[src/rtl/seq_s_cla_ctrl.sv]
// Sequential signed adder: one 4-bit CLA slice reused per nibble.
// Valid/ready on both sides; result held until accepted.
module seq_s_cla_ctrl #(
  parameter int N_NIBBLES = 4
) (
  input  logic                     clk,
  input  logic                     rst,
  input  logic                     in_valid,
  output logic                     in_ready,
  input  logic [4*N_NIBBLES-1:0]   a,
  input  logic [4*N_NIBBLES-1:0]   b,
  output logic                     out_valid,
  input  logic                     out_ready,
  output logic [4*N_NIBBLES:0]     out,
  output logic                     out_ovf
);

  localparam int W  = 4 * N_NIBBLES;
  localparam int IW = (N_NIBBLES > 1) ? $clog2(N_NIBBLES) : 1;
  localparam logic [IW-1:0] LAST = IW'(N_NIBBLES - 1);

  typedef enum logic [1:0] {
    IDLE,
    CALC,
    DONE
  } state_t;

  state_t          state;
  logic [W-1:0]    a_r;
  logic [W-1:0]    b_r;
  logic [W-1:0]    sum_r;
  logic [IW-1:0]   idx;
  logic            carry;

  logic [IW+1:0]   base;
  logic [3:0]      na;
  logic [3:0]      nb;
  logic [3:0]      p;
  logic [3:0]      g;
  logic [3:0]      s;
  logic [4:0]      c;
  logic [W-1:0]    sum_nxt;

  assign in_ready  = (state == IDLE);
  assign out_valid = (state == DONE);

  // Shared CLA slice on the current nibble; c[3] is the carry into the top bit.
  always_comb begin
    base = {idx, 2'b00};
    na   = a_r[base +: 4];
    nb   = b_r[base +: 4];
    p    = na ^ nb;
    g    = na & nb;
    c[0] = carry;
    c[1] = g[0] | (p[0] & c[0]);
    c[2] = g[1] | (p[1] & g[0]) | (p[1] & p[0] & c[0]);
    c[3] = g[2] | (p[2] & g[1]) | (p[2] & p[1] & g[0])
         | (p[2] & p[1] & p[0] & c[0]);
    c[4] = g[3] | (p[3] & g[2]) | (p[3] & p[2] & g[1])
         | (p[3] & p[2] & p[1] & g[0])
         | (p[3] & p[2] & p[1] & p[0] & c[0]);
    s    = p ^ c[3:0];
    sum_nxt = sum_r;
    sum_nxt[base +: 4] = s;
  end

  // Control FSM plus datapath registers; out only updates on the last nibble.
  always_ff @(posedge clk) begin
    if (rst) begin
      state   <= IDLE;
      a_r     <= '0;
      b_r     <= '0;
      sum_r   <= '0;
      idx     <= '0;
      carry   <= 1'b0;
      out     <= '0;
      out_ovf <= 1'b0;
    end else begin
      unique case (state)
        IDLE: begin
          if (in_valid) begin
            a_r   <= a;
            b_r   <= b;
            idx   <= '0;
            carry <= 1'b0;
            state <= CALC;
          end
        end
        CALC: begin
          sum_r <= sum_nxt;
          carry <= c[4];
          idx   <= idx + 1'b1;
          if (idx == LAST) begin
            out     <= {a_r[W-1] ^ b_r[W-1] ^ c[4], sum_nxt};
            out_ovf <= c[3] ^ c[4];
            state   <= DONE;
          end
        end
        DONE: begin
          if (out_ready) state <= IDLE;
        end
        default: state <= IDLE;
      endcase
    end
  end

endmodule

[config.mk]
export PLATFORM = sky130hd
export DESIGN_NAME = seq_s_cla_ctrl
export DESIGN_NICKNAME = d
export VERILOG_FILES = /design/src/rtl/seq_s_cla_ctrl.sv
export SDC_FILE = /design/constraint.sdc
export NUM_CORES = 1
export LEC_CHECK = 0
export CELL_PAD_IN_SITES_DETAIL_PLACEMENT = 1
export CELL_PAD_IN_SITES_GLOBAL_PLACEMENT = 2
export CORE_MARGIN = 5
export CORE_UTILIZATION = 31
export CTS_BUF_LIST = sky130_fd_sc_hd__clkbuf_16
export DETAILED_ROUTE_END_ITERATION = 6
export PLACE_DENSITY_LB_ADDON = 0.2
export SLEW_MARGIN = 25
export SYNTH_ARGS = -nofsm -noshare
export SYNTH_HDL_FRONTEND = slang
export SYNTH_SLANG_ARGS = --single-unit
[constraint.sdc]
create_clock -name clk -period 3.59 [get_ports clk]
set_input_delay 0.359 -clock clk [delete_from_list [all_inputs] [get_ports clk]]
set_output_delay 0.359 -clock clk [all_outputs]
set_load 0.01 [all_outputs]
; ---- Yosys cells after proc, flatten, opt, wreduce, memory -nomap -nowiden
; Index checks and enable logic that the tools add are counted.
[totals]
register_bits = 71
in_bits = 36
out_inout_bits = 20
wordCells = 67
[classes]
n_addsub = 2
eq_ne = 6
shifts = 4
muxes = 9
n_bitwise = 32
reduce_logical = 6
[ops]
columns = operator, n
row1 = variable part select 16 x 5 -> 4 bit, 2
row2 = AND 1 bit, 16
row3 = bitwise mux 16 bit, 1
row4 = "variable shift 4 x 6 -> 16 bit, first input constant", 1
row5 = variable part select 4 x 6 -> 16 bit, 1
row6 = bitwise OR 1 bit, 10
row7 = two-way mux 2 bit, 4
row8 = bitwise XOR 4 bit, 2
row9 = negator 4 -> 6 bit, 1
row10 = one-hot mux 2 bit (3 select lines), 1
row11 = AND reduction 2 bit, 3
row12 = AND 4 bit, 1
row13 = "equality test 2 bit, second input constant", 2
row14 = "!= test 2 bit, second input constant", 2
row15 = one-hot mux 2 bit (2 select lines), 1
row16 = AND reduction 3 bit, 1
row17 = bitwise XOR 1 bit, 3
row18 = "adder 2 x 1 -> 2 bit, second input constant", 1
row19 = "equality test 2 x 1 -> 1 bit, second input constant", 1
row20 = logical NOT 2 bit, 1
row21 = "!= test 2 x 1 -> 1 bit, second input constant", 1
row22 = one-hot mux 1 bit (2 select lines), 1
row23 = nonzero test 2 bit, 1
row24 = two-way mux 1 bit, 1

; ---- Longest topological paths before layout
[logic_depth]
ltp_word = 9
mapped_depth = 8
depth_no_buf = 6

; ---- Least setup slack after synthesis
; No wires, ideal clock.
[synth_timing]
kind = register to register
from = register idx[0]
to = register sum_r[11]
setup_time_ps = 130
t_arrival_ps = 2522
t_required_ps = 3460
slack_ps = 939
path_stages_with_launch = 8
period_less_slack_ps = 2651
cell_sequence = dfxtp_1 buf_2 mux4_2 ha_1 a41o_1 a21oi_2 xor2_2 o21ai_0
[synth_via]
elab_chain_cells = 9
elab_cells_between_ends = 24
classes_between = add/sub (1) / shift (4) / mux (1) / bitwise (18)
[synth_lines]
columns = element, line
row1 = from (decl), 32  ; logic [IW-1:0] idx;
row2 = from (signal assigned), 92  ; idx <= idx + 1'b1;
row3 = variable part select 16 x 5 -> 4 bit (on tied branches), "50, 51"
row4 = bitwise XOR 4 bit / AND 4 bit (equally long branches), "52, 53"
row5 = AND 1 bit (on tied branches), "57, 58"
row6 = bitwise OR 1 bit (tied with other cells), 57  ; c[3] = g[2] | (p[2] & g[1]) | (p[2] & p[1] & g[0])
row7 = bitwise OR 1 bit / AND 1 bit (equally long branches), "57, 58"
row8 = bitwise OR 1 bit, 58  ; | (p[2] & p[1] & p[0] & c[0]);
row9 = bitwise XOR 4 bit, 62  ; s = p ^ c[3:0];
row10 = variable part select 4 x 6 -> 16 bit, 64  ; sum_nxt[base +: 4] = s;
row11 = bitwise mux 16 bit (*), 64
row12 = to (signal assigned), 90  ; sum_r <= sum_nxt;
row13 = to (decl), 31  ; logic [W-1:0] sum_r;
; Mark *: on every way between the ends. The rest lies on a longest branch, timed or not.
; A chain may end at the register's enable or synchronous reset.

; ---- Worst setup path after layout
[layout_timing]
from = register idx[0]
to = register out[11]
[layout_via]
elab_chain_cells = 9
elab_cells_between_ends = 26
classes_between = add/sub (1) / eq/ne (1) / shift (4) / mux (1) / bitwise (18) / reduce/logical (1)
[layout_lines]
columns = element, line
row1 = variable part select 16 x 5 -> 4 bit (on tied branches), "50, 51"
row2 = bitwise XOR 4 bit / AND 4 bit (equally long branches), "52, 53"
row3 = AND 1 bit (on tied branches), "57, 58"
row4 = bitwise OR 1 bit (tied with other cells), 57
row5 = bitwise OR 1 bit / AND 1 bit (equally long branches), "57, 58"
row6 = bitwise OR 1 bit, 58
row7 = bitwise XOR 4 bit, 62
row8 = variable part select 4 x 6 -> 16 bit, 64
row9 = bitwise mux 16 bit, 64
row10 = to (signal assigned), 94  ; out <= {a_r[W-1] ^ b_r[W-1] ^ c[4], sum_nxt};
row11 = to (decl), 14  ; output logic [4*N_NIBBLES:0] out,
; Parallel ways exist; a longest one is shown, timed or not.

==> results.sh <==
export IMPL_dp_hpwl_mm=6.43
export IMPL_synth_distinct_cells=40
export IMPL_core_area_um2=10200
export IMPL_drcViolationCount=0
export IMPL_regArea_um2=1420
export IMPL_seq_area_frac_synth_pct=44.3
export IMPL_first_pass_iters=4
export IMPL_synth_compound_area_share_pct=18.9
export IMPL_fin_crit_ns=2.81
export IMPL_clock_latency_ns=0.33
export IMPL_postCtsSetupRepairBufs=0
export IMPL_ant_nets=0
export IMPL_final_hold_viol_count=0
export IMPL_final_setup_tns_ns=0
export IMPL_initial_core_util_pct=31.4
export IMPL_synth_top_family_by_area="simple AND/OR/NAND/NOR gates"
export IMPL_num_vias=2779
export IMPL_fmax_mhz=356
export IMPL_crit_buf_inv=0
export IMPL_drtIter0Drc=108
export IMPL_critical_path_cell_chain="mux4_2 > ha_1 > a41o_1 > a21oi_2 > xor2_2 > a31oi_1"
export IMPL_hold_class="in2reg"
export IMPL_ir_worst_vdd_uv=212
export IMPL_tightest_slew_ns=0.859
export IMPL_yosys_most_used_dff="dfxtp_1"
export IMPL_grt_pass1_wl_mm=14.8
export IMPL_yosys_warnings=0
export IMPL_wirelength_mm=8.82
export IMPL_die_h_um=112
export IMPL_synthAdderAreaFrac_pct=4.91
export IMPL_crit_arrival_ns=2.97
export IMPL_vias_per_cell=4.98
export IMPL_fill_cells=1207
export IMPL_cts_tree="built"
export IMPL_grt_setup_unrepaired="false"
export IMPL_crit_path_start_kind="flop"
export IMPL_total_power_mw=1.92
export IMPL_fin_nets=465
export IMPL_syn_nets=415
export IMPL_grt_max_degree=42
export IMPL_grt_use_total_pct=14.8
export IMPL_relSlewSlack_pct=42.7
export IMPL_wire_per_inst_um=15.8
export IMPL_final_cell_mix="81 x nand2_1, 71 x dfxtp_1, 54 x clkdlybuf4s50_1"
export IMPL_critical_path_max_stage_delay_ns=0.63
export IMPL_power_density_nw_per_um2=461
export IMPL_status="finished clean"
export IMPL_cpLargestDelayFamily="compound AO/OA/AOI/OAI gates"
export IMPL_numCtsBuffers=9
export IMPL_clockRootBuffer="clkbuf_16"
export IMPL_n_antenna_cell=0
export IMPL_power_leakage_nw=1.52
export IMPL_fin_skew_ns=0.00594
export IMPL_clkTransAtPathRegs_ns=0.06
export IMPL_layoutNonFillerInstCount=558
export IMPL_synth_seq_cells=71
export IMPL_syn_area_um2=3210
export IMPL_synth_edf_count=0
export IMPL_drv_cap=0
export IMPL_row_count=37
export IMPL_dp_cells=542
export IMPL_slew_violations=0
export IMPL_drive_above_1_share_pct=8.77
export IMPL_synth_simple_area_share_pct=20.0
export IMPL_grt_pass1_vias=2920
export IMPL_cts_max_level=3
export IMPL_multiInputGateArea_um2=1650
export IMPL_layout_commonest_cell="nand2_1"
export IMPL_async_flop_share_pct=0
export IMPL_r2r_cells=6
export IMPL_worst_slack_ns=0.784
export IMPL_place_ws_ns=0.780
export IMPL_path_class="reg2reg"
export IMPL_syn_inst=367
export IMPL_worstHoldPathCells=2
export IMPL_worstPathRequired_ns=3.75
export IMPL_finalSetupViolCount=0
export IMPL_port_buffers=55
export IMPL_crit_slowest_cell="dfxtp_1"
export IMPL_antenna_found_initial=0
export IMPL_worstPathMaxFanout=8
export IMPL_cts_resized=0
export IMPL_final_util_pct=40.7
export IMPL_cts_hold_buf=0
export IMPL_gp_congestion=0.748
export IMPL_period_share_pct=78.2
export IMPL_crit_cells=6
export IMPL_synthXorXnorAreaFrac_pct=1.60
export IMPL_clock_sinks=71
export IMPL_ctsLongestPathBuffers=2
export IMPL_boundaryPins=56
export IMPL_syn_to_final_growth_pct=29.8
export IMPL_die_w_um=112
export IMPL_end_kind="flop"
export IMPL_gr_total_overflow=0
export IMPL_synth_mux_area_share_pct=5.62
export IMPL_die_area_um2=12500
export IMPL_synth_avg_cell_area_um2=8.74
==> metal layers <==
layer  global-route usage, %  wire (um)  share of wire (%)
met1                    17.9       4010                 45
met2                    26.0       4420                 50
met3                    2.77        246                2.8
met4                    5.60        140                1.6
met5                       0          0                  0
==> worst reg2reg max path, delay by kind of cell, from the launching register on <==
kind            cells  cell delay (ns)
mux                 1             0.63
xor+xnor            1             0.39
fa+ha+maj           1             0.34
compound gates      3             0.65
flops               1             0.63
==> synthesized netlist by cell type (all sizes together), types with 7 or more instances <==
cell,number,share of area (%)
dfxtp,71,44
nand2b,7,1.4
o221ai,8,2.2
a21oi,47,7.4
o21ai,14,2.2
nand2,82,9.6
clkbuf,8,0.94
nand3,9,1.4
nor2,23,2.7
a221oi,7,2.5
buf,16,2.5
ha,11,4.3
mux4,8,5.6
inv,10,1.2
==> registers in the layout, indices dropped and copies added (netlist names) <==
name and flops:
b_r 16, carry 1, state 2, idx 2, out 17, a_r 16
sum_r 16, out_ovf 1
==> path summary, 6_finish.rpt <==
| check | from | end | slack [ns] |
|---|---|---|---|
| min reg2reg | b_r[14]$_SDFFE_PP0P_ | b_r[14]$_SDFFE_PP0P_ | 0.45 |
| max reg2reg | idx[0]$_SDFFE_PP0P_ | out[11]$_SDFFE_PP0P_ | 0.78 |
| max | idx[0]$_SDFFE_PP0P_ | out[11]$_SDFFE_PP0P_ | 0.78 |
| min | rst | sum_r[1]$_SDFFE_PP0P_ | 0.40 |
==> report_power, final <==
| part | internal, mW | leakage (nW) | switching [mW] |
|---|---|---|---|
| Combinational | 0.104 | 0.803 | 0.134 |
| Clock | 0.525 | 0.143 | 0.318 |
| Sequential | 0.816 | 0.578 | 0.0224 |
==> layout make-up <==
type	instances	area share, %
clock buffer	9	5.41
clock inverter	7	1.32
inverter	11	0.992
multi-input combinational	261	39.5
sequential	71	34.1
tap	136	4.09
timing repair buffer	63	14.5
==> stage by stage <==
step	hold WS [ns]	area, um^2
finish	0.399	4160
floorplan	0.433	3210
CTS	0.397	4160
global route	0.419	4160
detailed placement	0.449	3880
global placement	0.446	3880
==> cells by family after synthesis <==
| family | count (synthesis) |
|---|---|
| compound gates | 95 |
| xor+xnor | 5 |
| fa+ha+maj | 12 |
| buf+inv | 35 |
| flops | 71 |
| mux | 8 |
| simple gates | 141 |
Note: power is estimated with default switching activity, not from simulation.
